--- src/rtl/parcel_insn_buffer_pkg.sv ---
// Shared types for the parcel instruction buffer.
// Entry/deq bundles, parcel widths and the parcel-need rule.
package parcel_insn_buffer_pkg;

  localparam int PARCEL_WIDTH      = 16;
  localparam int ENQ_WIDTH_DEFAULT = 2;
  localparam int VADDR_WIDTH       = 32;

  typedef logic [PARCEL_WIDTH-1:0] parcel_t;
  typedef logic [31:0]             insn_t;
  typedef logic [VADDR_WIDTH-1:0]  vaddr_t;

  typedef logic [$clog2(ENQ_WIDTH_DEFAULT):0] parcel_count_t;

  typedef struct packed {
    vaddr_t     pc;
    parcel_t    insn;
    logic       fault;
    logic       interruptValid;
    logic [3:0] interruptCode;
  } InsnBufferEntry;

  typedef struct packed {
    insn_t      insn;
    vaddr_t     pc;
    logic       compressed;
    logic       fault;
    logic       interruptValid;
    logic [3:0] interruptCode;
  } InsnBufferDeq;

  function automatic logic is_compressed(parcel_t p);
    return p[1:0] != 2'b11;
  endfunction

  // Faulting or interrupt-tagged heads issue alone so the tag
  // never waits on a second parcel that may never arrive.
  function automatic parcel_count_t parcel_need(InsnBufferEntry e);
    if (e.fault || e.interruptValid || is_compressed(e.insn))
      return parcel_count_t'(1);
    return parcel_count_t'(2);
  endfunction

endpackage

--- src/rtl/parcel_insn_buffer_ring_ram.sv ---
// Circular parcel storage: up to ENQ_WIDTH writes per cycle,
// two combinational reads at ptr and ptr+1.
module parcel_ring_ram
  import parcel_insn_buffer_pkg::*;
#(
  parameter int ENTRY_COUNT = 8,
  parameter int ENQ_WIDTH   = 2,
  localparam int PW = $clog2(ENTRY_COUNT),
  localparam int EW = $clog2(ENQ_WIDTH) + 1,
  localparam int EB = $bits(InsnBufferEntry)
) (
  input  logic                    clk,
  input  logic                    we_i,
  input  logic [PW-1:0]           wr_ptr_i,
  input  logic [EW-1:0]           wr_cnt_i,
  input  logic [ENQ_WIDTH*EB-1:0] wr_data_i,
  input  logic [PW-1:0]           rd_ptr_i,
  output InsnBufferEntry          rd0_o,
  output InsnBufferEntry          rd1_o
);

  InsnBufferEntry mem_q [ENTRY_COUNT];

  // Write the first wr_cnt lanes at consecutive wrapped slots.
  always_ff @(posedge clk) begin
    if (we_i) begin
      for (int l = 0; l < ENQ_WIDTH; l++) begin
        if (EW'(l) < wr_cnt_i)
          mem_q[wr_ptr_i + PW'(l)] <=
            InsnBufferEntry'(wr_data_i[l*EB +: EB]);
      end
    end
  end

  assign rd0_o = mem_q[rd_ptr_i];
  assign rd1_o = mem_q[rd_ptr_i + PW'(1)];

endmodule

--- src/rtl/parcel_insn_buffer.sv ---
// Parcel ring between fetch and decode; reassembles RV32C/RV32
// instructions and issues one per cycle with pc/fault/irq tags.
module parcel_insn_buffer
  import parcel_insn_buffer_pkg::*;
#(
  parameter int ENTRY_COUNT = 8,
  parameter int ENQ_WIDTH   = ENQ_WIDTH_DEFAULT,
  parameter int PC_WIDTH    = 32,
  localparam int PW = $clog2(ENTRY_COUNT),
  localparam int CW = PW + 1,
  localparam int EW = $clog2(ENQ_WIDTH) + 1,
  localparam int EB = $bits(InsnBufferEntry)
) (
  input  logic                    clk,
  input  logic                    rst,
  input  logic                    flush,
  input  logic                    enqValid,
  input  logic [EW-1:0]           enqCount,
  input  logic [ENQ_WIDTH*EB-1:0] enqEntry,
  output logic                    enqReady,
  output logic                    deqValid,
  input  logic                    deqReady,
  output logic [31:0]             deqInsn,
  output logic [PC_WIDTH-1:0]     deqPc,
  output logic                    deqCompressed,
  output logic                    deqFault,
  output logic                    deqInterruptValid,
  output logic [3:0]              deqInterruptCode,
  output logic [CW-1:0]           entryCount
);

  logic [PW-1:0]  head_q, head_d;
  logic [PW-1:0]  tail_q, tail_d;
  logic [CW-1:0]  count_q, count_d;
  InsnBufferEntry hd0, hd1;
  parcel_count_t  need;
  logic [CW-1:0]  need_w;
  logic           enq_fire, deq_fire;
  InsnBufferDeq   deq;
  logic           unused_hd1;

  parcel_ring_ram #(
    .ENTRY_COUNT (ENTRY_COUNT),
    .ENQ_WIDTH   (ENQ_WIDTH)
  ) u_ram (
    .clk       (clk),
    .we_i      (enq_fire),
    .wr_ptr_i  (tail_q),
    .wr_cnt_i  (enqCount),
    .wr_data_i (enqEntry),
    .rd_ptr_i  (head_q),
    .rd0_o     (hd0),
    .rd1_o     (hd1)
  );

  assign unused_hd1 = ^{hd1.pc, hd1.interruptValid,
                        hd1.interruptCode};

  assign need   = parcel_need(hd0);
  assign need_w = CW'(need);

  // Ready from registered occupancy only: no same-cycle dequeue credit.
  assign enqReady =
    (CW'(ENTRY_COUNT) - count_q) >= CW'(ENQ_WIDTH);
  assign deqValid = (count_q != '0) && (count_q >= need_w);

  assign enq_fire = enqValid && enqReady && !flush;
  assign deq_fire = deqValid && deqReady && !flush;

  // Build the head instruction; all fields read zero when not valid.
  always_comb begin
    deq = '0;
    if (deqValid) begin
      deq.pc             = hd0.pc;
      deq.compressed     = is_compressed(hd0.insn);
      deq.interruptValid = hd0.interruptValid;
      deq.interruptCode  = hd0.interruptCode;
      if (need_w == CW'(1)) begin
        deq.insn  = {16'h0, hd0.insn};
        deq.fault = hd0.fault;
      end else begin
        deq.insn  = {hd1.insn, hd0.insn};
        deq.fault = hd0.fault | hd1.fault;
      end
    end
  end

  assign deqInsn           = deq.insn;
  assign deqPc             = PC_WIDTH'(deq.pc);
  assign deqCompressed     = deq.compressed;
  assign deqFault          = deq.fault;
  assign deqInterruptValid = deq.interruptValid;
  assign deqInterruptCode  = deq.interruptCode;
  assign entryCount        = count_q;

  // Pointer and occupancy update; flush wins over enq and deq.
  always_comb begin
    head_d  = head_q;
    tail_d  = tail_q;
    count_d = count_q;
    if (flush) begin
      head_d  = '0;
      tail_d  = '0;
      count_d = '0;
    end else begin
      if (enq_fire)
        tail_d = tail_q + PW'(enqCount);
      if (deq_fire)
        head_d = head_q + PW'(need);
      count_d = count_q
              + (enq_fire ? CW'(enqCount) : '0)
              - (deq_fire ? need_w : '0);
    end
  end

  // State registers with asynchronous reset.
  always_ff @(posedge clk or posedge rst) begin
    if (rst) begin
      head_q  <= '0;
      tail_q  <= '0;
      count_q <= '0;
    end else begin
      head_q  <= head_d;
      tail_q  <= tail_d;
      count_q <= count_d;
    end
  end

  a_enq_count_legal : assert property (
    @(posedge clk) disable iff (rst)
    enqValid |-> (enqCount != '0 &&
                  enqCount <= EW'(ENQ_WIDTH))
  );

endmodule

--- config.mk ---
export PLATFORM = sky130hd
export DESIGN_NAME = parcel_insn_buffer
export DESIGN_NICKNAME = d
export VERILOG_FILES = /design/src/rtl/parcel_insn_buffer_pkg.sv /design/src/rtl/parcel_insn_buffer_ring_ram.sv /design/src/rtl/parcel_insn_buffer.sv
export SDC_FILE = /design/constraint.sdc
export NUM_CORES = 1
export LEC_CHECK = 0
export CELL_PAD_IN_SITES_DETAIL_PLACEMENT = 1
export CELL_PAD_IN_SITES_GLOBAL_PLACEMENT = 1
export CORE_ASPECT_RATIO = 1.2
export CORE_MARGIN = 8
export CORE_UTILIZATION = 35
export CTS_BUF_LIST = sky130_fd_sc_hd__clkbuf_8 sky130_fd_sc_hd__clkbuf_16
export DETAILED_ROUTE_END_ITERATION = 10
export PLACE_DENSITY_LB_ADDON = 0.1
export SLEW_MARGIN = 20
export SYNTH_ARGS = -nofsm -noshare
export SYNTH_HDL_FRONTEND = slang
export SYNTH_HIERARCHICAL = 1
export SYNTH_SLANG_ARGS = --single-unit
export TNS_END_PERCENT = 20
--- constraint.sdc ---
create_clock -name clk -period 8.3 [get_ports clk]
set_input_delay 1.66 -clock clk [delete_from_list [all_inputs] [get_ports clk]]
set_output_delay 1.66 -clock clk [all_outputs]
set_load 0.02 [all_outputs]
==> results of run 1 <==
==> final cells by class <==
class,count,share of cell area
sequential,442,0.455
multi-input combinational,935,0.375
timing repair buffer,231,0.0777
clock buffer,50,0.0430
tap,918,0.0395
clock inverter,36,0.00718
inverter,13,0.00185
antenna,9,0.000774
==> per-layer routing <==
| metal | global-route usage | vias up | part of all wire |
|---|---|---|---|
| met5 | 0 | - | 0.00053 |
| met4 | 0.0565 | 6 | 0.024 |
| met3 | 0.0321 | 102 | 0.039 |
| met2 | 0.336 | 275 | 0.52 |
| met1 | 0.229 | 7613 | 0.42 |
| li1 | - | 6425 | - |
==> path summary, 6_finish.rpt <==
path                               start             to  depth (start not counted)
min in group asynchronous            rst  entryCount[2]                          2
setup reg to reg               head_q[2]  entryCount[3]                         15
max in group asynchronous            rst      head_q[2]                          2
hold reg to reg            entryCount[0]  entryCount[0]                          2
hold / removal             entryCount[0]  entryCount[0]                          2
setup / recovery               head_q[2]    deqInsn[31]                         10
==> per-stage QoR <==
step                      power (µW)  setup WS [ns]   util  hold slack (ns)
after floorplan                 4770          0.917      -            0.553
after global placement          5780           1.92  0.395            0.740
after detailed placement        5820           1.86  0.396            0.770
after CTS                       7900           1.21  0.417            0.782
after global routing            8120           1.07  0.417            0.809
final                           7750           1.33  0.417            0.774
==> worst max-delay path: stages, from the launching register on <==
cell and delay [ns]:
dfrtp_4 0.85, mux4_2 0.39, mux2_2 0.32, or3_4 0.43
ha_1 0.28, nand2b_1 0.16, a21oi_2 0.24, o21a_4 0.83
buf_4 0.51, nor3_1 0.09, clkdlybuf4s50_1 0.58
==> power groups by stage <==
stage | Sequential [µW] | Clock (µW) | Combinational, µW
after global placement | 2860 | 0 | 2920
after CTS | 2820 | 2110 | 2970
after global routing | 2830 | 2180 | 3100
after detailed placement | 2860 | 0 | 2950
final | 2810 | 2040 | 2890
after floorplan | 2820 | 0 | 1950
==> registers in the layout, indices dropped and copies added, names as in the netlist <==
register and flops:
entryCount 4, u_ram/mem_q 432, head_q 3, tail_q 3
==> cells in the final DEF (no fill, tap or decap), drive strengths merged, types with 3 or more instances in the layout <==
cell / count
xnor2: 6
nor2b: 38
clkbuf: 50
clkdlybuf4s50: 191
a21oi: 5
nor2: 10
fa: 4
inv: 28
ha: 14
mux4: 108
nor3b: 53
nand2: 23
clkinv: 18
o22ai: 3
edfxtp: 432
dfrtp: 10
mux2i: 38
diode: 9
mux2: 488
and3: 34
o21ai: 3
nor4: 17
buf: 40
nor3: 23
nand2b: 12
a2111oi: 35
==> results.txt, run 1 <==
The run finished with clean final reports. Counting every net in the synthesized netlist gives between 1500 and 2000. The number of design-rule violations left by the first detailed-router iteration is 763.

The final setup skew is 0.0182 ns. The element type at the critical path start is a flip-flop. The final period demand of the worst path came out at roughly 7 ns. The area growth from synthesis to layout came out at 17.7%. The post-route antenna net violation count is 0.

The logic gate share of total power came out at 0.373. TritonCTS built the clock tree. The worst setup slack for register-to-register paths is 3.64 ns. The Yosys step of the flow raised 6 warnings. The required time at the worst-slack endpoint is 6.64 ns. The core region is ~70000 µm². The total number of nets in the final design is 1806.

In this run the worst hold path is classified as flip-flop to flip-flop. VDD sags by at most 0.172 mV. The fraction of layout instances using a drive strength above 1 is 0.460. Summed over all nets, the switching power comes to 2690 µW. The via count of the first global-routing pass came out at 16300. The clock insertion delay at the later pin of the skew report is 0.60 ns.

The remaining max-slew budget at the tightest pin came out at 0.233. The number of placed cells counting well taps came out at 2539. The area of the multi-input gates is between 10000 and 15000 µm².

Of the total power, registers draw 0.363. The maximum clock frequency came out at 143 MHz. The type of element capturing the critical path is a primary output. The arrival time at the worst endpoint is 5.31 ns. The count of buffers added on input and output ports is around 190. The routed wire length is 75700 µm. The library cell used as clock root buffer is clkbuf_16. The maximum number of pins on one net before global-route repair came out at 78. The cell area after synthesis is 24700 µm². Of all nets on the critical path, the largest fanout is 48. The final routed wire length divided by cell count came out at 28.7 µm. The number of filler cells placed in the layout is 6930. The buffer count from post-CTS setup fixing is 0. The first-pass GRT wire length is 111000 µm. For the pin with the worst max-slew slack, the measured transition is 1.15 ns. The number of endpoints with negative hold slack in the final report is 0. The total iterations of the first detailed-routing run is 4. The number of buffers added to fix hold violations after cts came out at 0. The area after detailed placement is 27600 µm².

The kind of critical path is flip-flop to primary output. The congestion estimate from routability-driven global placement came to 0.715. The number of rows in the core area is roughly 110.

The die area is 79400 µm². The leakage power is about 0.009 µW. Once layout is done, the placed cells without fillers occupy 29100 µm².

The post-detailed-route DRC marker count came out at 0. The share of the clock period used by the worst path after layout is 0.840. The count of instances resized after the clock tree is built is 0. Across all layers, the routed design uses 14400 vias. The count of boundary I/O pins is 192.

The filler-free cell count of the finished design is 2634. The synthesized instance count came out at 1526. The post-detailed-placement half-perimeter wirelength is 44400 µm. The number of pins exceeding their max-slew limit in the final report is 0.

Max-cap violations in this run came to 0. The number of antenna violations at the first check in global routing came out at 13. For this run the aggregate overflow at the end of global routing stands at 0. The clock network power share came out at 0.264. No sink is reached through more buffers than the 3 on the longest clock path. The die boundary height came out at 307 µm.

The clock slew at the register clock pins of the worst setup and hold paths is roughly 0.060 ns. Summing all flip-flop and latch instances after layout gives between 10000 and 15000 µm². The design internal power came out at just over 5000 µW. Across every metal layer, demand over resource in global routing totals 0.187. The clock tree synthesis step divided the H-tree into 2 levels. The areal power density over the cells is 266 nW/µm². The initial core utilization is 0.354. The number of endpoints failing setup at the final stage is 0.

The total clock sinks is 442. The mean post-synth cell area came out at 16.2 µm². The number of vias per cell came out at 5.47. The sum of negative setup slack is 0 ns.

The TritonCTS buffer count came out at 50. The die is 259 µm wide. Setup repair after global routing left no endpoint under its margin. The switching part of the total is 0.347.
(Power assumes the default switching activity.)
==> run 2, diff against run 1 <==
clock period = 6.3 ns   (was 8.3 ns; I/O delays follow)
==> run 2 against run 1 <==
Effect of this change:
- clock power is 43% higher
- flip-flop and latch count stayed put
- sequential share of layout area is 0.36 points lower
- combinational power is 33% higher
- critical path depth stayed put
- die area stayed put
- clock-buffer cell count is 3 higher
- register-to-register slack worse by 1.8 ns
- non-clock buffer count is 3 higher
- total power is 35% higher
- largest power group unchanged
==> results.txt, run 2 (synthesized netlist as in run 1, its figures left out) <==
The largest fanout on the critical path is 29 (-40%). The maximum ir drop on the vdd rail is 0.260 mV (+51%). The number of pins exceeding their max-slew limit in the final report is 0 (unchanged). The number of endpoints failing setup at the final stage is 0 (unchanged). The count of port buffers added during placement came out at 191 (unchanged).

Counting flops per register, the top entry is u_ram/mem_q. The final routed wire length divided by cell count came out at 28.6 µm (-0.62%). The via count of the first global-routing pass is 16400 (+0.17%).

The worst setup slack for register-to-register paths was 1.84 ns (-1.80 ns). The number of antenna violations at the first check in global routing came out at 9 (-4). The type of the tightest min-delay check is flip-flop to flip-flop. The count of instances resized after the clock tree is built came out at 0 (unchanged). The buffer count from post-CTS setup fixing is 0 (unchanged). The areal power density over the cells is 356 nW/µm² (+34%). The sum of negative setup slack was 0 ns (unchanged). The number of endpoints with negative hold slack in the final report was 0 (unchanged). The final setup skew is 0.0288 ns (+0.0106 ns).

The remaining max-slew budget at the tightest pin came out at 0.250 (+0.0169). The core utilization of the finished layout came to 0.421 (+0.00337). The required time at the worst-slack endpoint came out at 5.04 ns (-1.60 ns). The end point of the critical path is deqPc[10].

The maximum level of the CTS H-tree was 2 (unchanged). TritonCTS built the clock tree. The total number of nets in the final design came out at 1811 (+0.28%). The leftover overflow at the end of global routing is 0 (unchanged). The routed wire length is 75400 µm (-0.36%). The final critical-path setup slack is 0.346 ns (-0.980 ns). The register share of total power is 0.353 (-0.010).

The clock slew at the register clock pins of the worst setup and hold paths is 0.06 ns (about the same). The number of flip-flops in the largest register came to 432 (unchanged). The cell sitting at the root of the clock tree is a clkbuf_16. The worst path in the final design needs a cycle of 5.95 ns, including I/O delays and setup. The overall global routing resource usage is 0.187 (about the same). The element type at the critical path start is a flip-flop. The first-pass GRT wire length is 112000 µm (+0.24%). The switching part of the total is 0.338 (-0.00931).

The timing startpoint of the critical path is head_q[2]. The library cell contributing the largest single delay on the critical path is dfrtp_4. The family of cells with the greatest summed delay on the critical path is buffers and inverters. The share of the clock period used by the worst path after layout came out at 0.945. The number of stages on the worst setup path is 10 (unchanged). The number of rows in the core area came out at 106 (unchanged). The worst register-to-register path ends at entryCount[3].

The initial core utilization is 0.354 (unchanged). The logic gate share of total power came out at 0.368 (-0.005). The leakage power is 0.00920 µW (+1.2%). The area growth from synthesis to layout came out at 18.6%. The total iterations of the first detailed-routing run is 4 (unchanged). The TritonCTS buffer count came out at 52 (+4.0%). The post-detailed-placement half-perimeter wirelength is 44000 µm (-0.81%).

Based on the critical path, the design can be clocked at up to approximately 170 MHz. The total clock sinks came to 442 (unchanged). The net load switching power is 3530 µW (+31%). The detailed-route via count was 14400 (+0.18%). The combined buffer and inverter count along the critical path came out at 2 (unchanged). Traced cell by cell, the critical path runs through mux4_2 -> mux2_2 -> or3_4 -> ha_1 -> nand2b_1 -> a21oi_2 -> o21a_4 -> buf_12 -> nor3b_1 -> clkdlybuf4s50_1. The type of element capturing the critical path is a primary output. The die outline width came out at 259 µm (unchanged).

The buffer depth of the longest clock path came out at 3 (unchanged). The area of the placeable core is 69800 µm² (unchanged). The final weighted congestion of routability-driven global placement came out at 0.711 (-0.56%). The arrival time at the worst endpoint was 4.69 ns (-0.62 ns). The post-route antenna net violation count came out at 0 (unchanged).

The clock insertion delay at the later pin of the skew report is 0.61 ns (about the same). The number of vias per cell came out at 5.47 (about the same). The setup slack after placement came out at 0.939 ns (-0.921 ns). The maximum number of pins on one net before global-route repair is 57 (-27%).

The clock network power share came out at 0.279 (+0.015). The flow ran to the end, and the final reports show no timing, DRC or antenna violations. The max-capacitance violation count came to 0 (unchanged). The commonest non-fill, non-tap cell in the layout is mux2_2. The number of design-rule violations left by the first detailed-router iteration came to 632 (-17%). The count of boundary I/O pins is 192 (unchanged). The design internal power is 6910 µW (+37%). The delay of the slowest critical-path stage came to 0.75 ns (-0.10 ns). The die boundary height came out at 307 µm (unchanged). The slew at the pin with the worst max-slew slack is 1.12 ns (-0.0253 ns). The die area is 79400 µm² (unchanged). The depth of the worst register-to-register path came to 15 (unchanged). The number of filler cells placed in the layout came to 6895 (-0.51%). The library cells used most frequently in the layout, excluding fill and tap cells, are 487 x mux2_2, 432 x edfxtp_1, 191 x clkdlybuf4s50_1. Setup repair after global routing left no endpoint under its margin. The number of buffers added to fix hold violations after cts came out at 0 (unchanged). The worst setup path is of the flip-flop to primary output kind. The startpoint identified for the worst register-to-register timing path is head_q[2]. The fraction of layout instances using a drive strength above 1 was 0.460 (about the same). The post-detailed-route DRC marker count was 0 (unchanged).
-- run 2: final cells by class --
class	count	area [µm²]	area share
diodes	2	5.00	0.000171
clock buffers	53	1330	0.0452
repair buffers	234	2350	0.0800
flip-flops and latches	442	13200	0.451
well taps	918	1150	0.0392
inverters	13	53.8	0.00183
multi-input cells	935	10900	0.372
clock inverters	44	302	0.0103
-- run 2: worst min-delay path by stage --
stage                       start  depth (start not counted)  slack [ns]            end
detailed placement  entryCount[0]                          2        0.72  entryCount[0]
floorplan               head_q[0]                          2        0.55      head_q[0]
global route            tail_q[1]                          2        0.80      tail_q[1]
finish              entryCount[0]                          2        0.72  entryCount[0]
global placement    entryCount[0]                          2        0.70  entryCount[0]
CTS                 entryCount[0]                          2        0.74  entryCount[0]
-- run 2: power by group through the flow --
stage / clock network (µW) / registers, µW / logic (µW)
2_1_floorplan: 0 / 3700 / 2570
3_3_place_gp: 0 / 3740 / 3880
3_5_place_dp: 0 / 3760 / 3920
4_1_cts: 3010 / 3700 / 3940
5_1_grt: 3110 / 3720 / 4130
6_report: 2910 / 3690 / 3840
-- run 2: stage by stage --
stage | cell area (µm²) | hold WS, ns | cells | total power [µW]
floorplan | 24700 | 0.553 | 1526 | 6280
global placement | 27700 | 0.701 | 2542 | 7630
finish | 29300 | 0.719 | 2641 | 10400
global route | 29300 | 0.798 | 2639 | 11000
CTS | 29300 | 0.739 | 2639 | 10600
detailed placement | 27700 | 0.721 | 2542 | 7670
-- run 2: worst min-delay path, delay by kind of cell (launching register included) --
kind | cells | cell delay [ns]
DFF | 1 | 0.42
adders and majority gates | 1 | 0.15
and+or+nand+nor | 1 | 0.11
-- run 2: routing by layer --
metal | wire [µm] | track usage
met1 | 32500 | 0.234
met2 | 38800 | 0.337
met3 | 2780 | 0.0341
met4 | 1240 | 0.0384
met5 | 105 | 0
==> run 3, diff against run 2 <==
CORE_UTILIZATION = 46   (was 35)
CTS_BUF_LIST = sky130_fd_sc_hd__clkbuf_16   (was sky130_fd_sc_hd__clkbuf_8 sky130_fd_sc_hd__clkbuf_16)
==> run 3 against run 2 <==
Effect of this change:
- sequential share of layout area up 0.76 points
- flip-flop and latch count unchanged
- setup slack worse by 0.11 ns
- final cell count down 8.3%
- routed wire length shrank 5.9%
- sequential power is essentially flat
- first-iteration DRC count increased by 34%
- global-route usage rose by 4.1 points
- maximum frequency decreased by 1.7%
- critical path type unchanged
==> results.txt, run 3 (synthesized netlist as in run 1, its figures left out) <==
The flow ran to the end, and the final reports show no timing, DRC or antenna violations. The clock insertion delay at the later pin of the skew report is 0.58 ns (-0.03 ns). Leaving out fill and tap cells, the most frequent cells in the layout are 487 x mux2_2, 432 x edfxtp_1, 191 x clkdlybuf4s50_1.

The largest fanout on the critical path came out at 21 (-28%). The count of port buffers added during placement is 191 (unchanged). The die boundary height is 270 µm (-12%). The total iterations of the first detailed-routing run was 5 (+1). The detailed-routed wire length on met2 came out at 36400 µm (-6.2%). The number of design-rule violations left by the first detailed-router iteration came out at 844 (+34%).

The slowest stage of the critical path is the dfrtp_4 cell. The TritonCTS clock tree is done. The final weighted congestion of routability-driven global placement came out at 0.758 (+6.6%). The clock slew at the register clock pins of the worst setup and hold paths is 0.07 ns (about the same). The via count of the first global-routing pass is 16000 (-2.0%). The required time at the worst-slack endpoint came to 5.04 ns (about the same).

The post-detailed-route DRC marker count came out at 0 (unchanged). The kind of critical path is flip-flop to primary output. The tightest hold margin came to 0.718 ns (-0.000630 ns). The count of boundary I/O pins came out at 192 (unchanged). The number of endpoints with negative hold slack in the final report came out at 0 (unchanged). The die outline width is 228 µm (-12%). The final critical-path setup slack came out at 0.240 ns (-0.106 ns).

The routed length on met1 was 29900 µm (-8.0%). The delay of the slowest critical-path stage came out at 0.64 ns (-0.11 ns). The final routed wire length divided by cell count was 29.3 µm (+2.5%). The leftover overflow at the end of global routing came out at 0 (unchanged). The leakage power is 0.00909 µW (-1.2%). The maximum number of pins on one net before global-route repair came out at 73 (+28%). The number of antenna violations at the first check in global routing came to 11 (+2). The type of the tightest min-delay check is flip-flop to flip-flop. The maximum level of the CTS H-tree came out at 2 (unchanged). The number of vias per cell was 5.98 (+9.3%). The final setup skew came out at 0.0144 ns (-0.0144 ns). The arrival time at the worst endpoint came out at 4.80 ns (+0.11 ns).

The total clock sinks came out at 442 (unchanged). The overall global routing resource usage came to 0.228 (+0.0409). The worst setup path is captured at a primary output. The post-route cell area is 28800 µm² (-1.7%). The setup slack after placement came out at 0.646 ns (-0.293 ns). The buffer depth of the longest clock path is 3 (unchanged). The number of pins exceeding their max-slew limit in the final report came to 0 (unchanged). The share of the clock period used by the worst path after layout was 0.962 (+0.0168). The TritonCTS buffer count came out at 46 (-12%). Setup repair after global routing left no endpoint under its margin.

The register share of total power came out at 0.365 (+0.012). The switching part of the total came out at 0.344 (+0.00581). The library cell used as clock root buffer is clkbuf_16. The detailed-route via count is 14500 (+0.30%). The number of filler cells placed in the layout is 4902 (-29%). The maximum clock frequency is 165 MHz (-1.7%). The number of buffers added to fix hold violations after cts is 0 (unchanged). The register containing the most flip-flops in the final layout is u_ram/mem_q. The worst setup slack for register-to-register paths came out at 1.63 ns (-0.21 ns). The total number of nets in the final design came out at 1806 (-0.28%).

The first-pass GRT wire length came to 105000 µm (-5.9%). Relative to the synthesized area, the layout overhead comes to 16.7%. The design internal power is 6630 µW (-4.1%). The area of the placeable core was 53400 µm² (-23%). The post-detailed-placement half-perimeter wirelength is 40600 µm (-7.8%). The net load switching power was 3480 µW (-1.5%).

Signal routing reaches up to met5. The number of endpoints failing setup at the final stage is 0 (unchanged). The maximum ir drop on the vdd rail came out at 0.265 mV (+1.9%). The total length of routed met3 wires is 3570 µm (+29%). The areal power density over the cells came out at 350 nW/µm² (-1.6%). The count of instances resized after the clock tree is built came out at 0 (unchanged). The buffer count from post-CTS setup fixing came out at 0 (unchanged). The logic gate share of total power was 0.385 (+0.017).

Leaving out fill and tap cells, the most frequent cell in the layout is mux2_2. The die area came out at 61500 µm² (-23%). The post-layout total power came out at 10100 µW (-3.2%). The final period demand of the worst path is 6.06 ns (+0.106 ns). The remaining max-slew budget at the tightest pin came out at 0.253 (+0.00317).

The fraction of layout instances using a drive strength above 1 came out at 0.457 (-0.00294). Traced cell by cell, the critical path runs through mux4_2 -> mux2_2 -> or3_4 -> ha_1 -> nand2b_1 -> a21oi_2 -> o21a_4 -> buf_12 -> nor3b_1 -> clkdlybuf4s50_1. The worst setup path is launched from a flip-flop.

The number of flip-flops in the largest register is 432 (unchanged). The slew at the pin with the worst max-slew slack is 1.12 ns (-0.00474 ns). The max-capacitance violation count was 0 (unchanged).

The routed wire length came out at 71000 µm (-5.9%). The initial core utilization came out at 0.463 (+0.109). The clock network power share came out at 0.250 (-0.029). The area after detailed placement is 27400 µm² (-0.96%). The post-route antenna net violation count is 0 (unchanged).

The number of rows in the core area came out at 93 (-12%).
[run 3: changes by cell type in the layout (fill, tap and decap cells not counted), sizes merged]
cell / before / now
clkinv: 26 / 18
clkbuf: 53 / 47
bufinv: 4 / 1
inv: 27 / 30
diode: 2 / 3
o21a: 1 / 2
[run 3: worst paths after layout]
kind | depth (start not counted) | startpoint | end
max | 10 | head_q[1] | deqPc[12]
min | 2 | entryCount[0] | entryCount[0]
max reg2reg | 15 | head_q[1] | entryCount[3]
min reg2reg | 2 | entryCount[0] | entryCount[0]
max in group asynchronous | 2 | rst | head_q[1]
min in group asynchronous | 2 | rst | entryCount[1]
[run 3: final cells by class]
type | count | area [µm²] | area share
Inverter | 13 | 53.8 | 0.00187
Timing Repair Buffer | 234 | 2370 | 0.0821
Antenna cell | 3 | 7.51 | 0.000260
Sequential cell | 442 | 13200 | 0.459
Clock inverter | 36 | 190 | 0.00659
Multi-Input combinational cell | 936 | 10900 | 0.379
Tap cell | 712 | 891 | 0.0309
Clock buffer | 47 | 1180 | 0.0408
[run 3: critical path: cells and delay by family, from the launching register on]
family                     cells  cell delay, ns
muxes                          2            0.87
AOI/OAI and AO/OA              2            0.86
adders and majority gates      1            0.29
buffers and inverters          2            0.83
DFF                            1            0.64
and+or+nand+nor                3            0.69
[run 3: power by group through the flow]
stage                     clock network [µW]  logic (µW)  registers [µW]
after floorplan                            0        2570            3700
after global placement                     0        3790            3740
after detailed placement                   0        3860            3750
after CTS                               2600        3880            3690
after global routing                    2700        4150            3710
final                                   2530        3890            3680
[run 3: metrics by stage]
stage / TNS, ns / instances / utilization
2_1_floorplan: -33.49 / 1526 / -
3_3_place_gp: 0 / 2335 / 0.514
3_5_place_dp: 0 / 2335 / 0.514
4_1_cts: 0 / 2418 / 0.539
5_1_grt: 0 / 2420 / 0.540
6_report: 0 / 2423 / 0.540
[run 3: routing by layer]
| metal | global-route usage | up-vias |
|---|---|---|
| li1 | - | 6409 |
| met1 | 0.293 | 7679 |
| met2 | 0.400 | 310 |
| met3 | 0.0412 | 81 |
| met4 | 0.0441 | 12 |
| met5 | 0 | - |
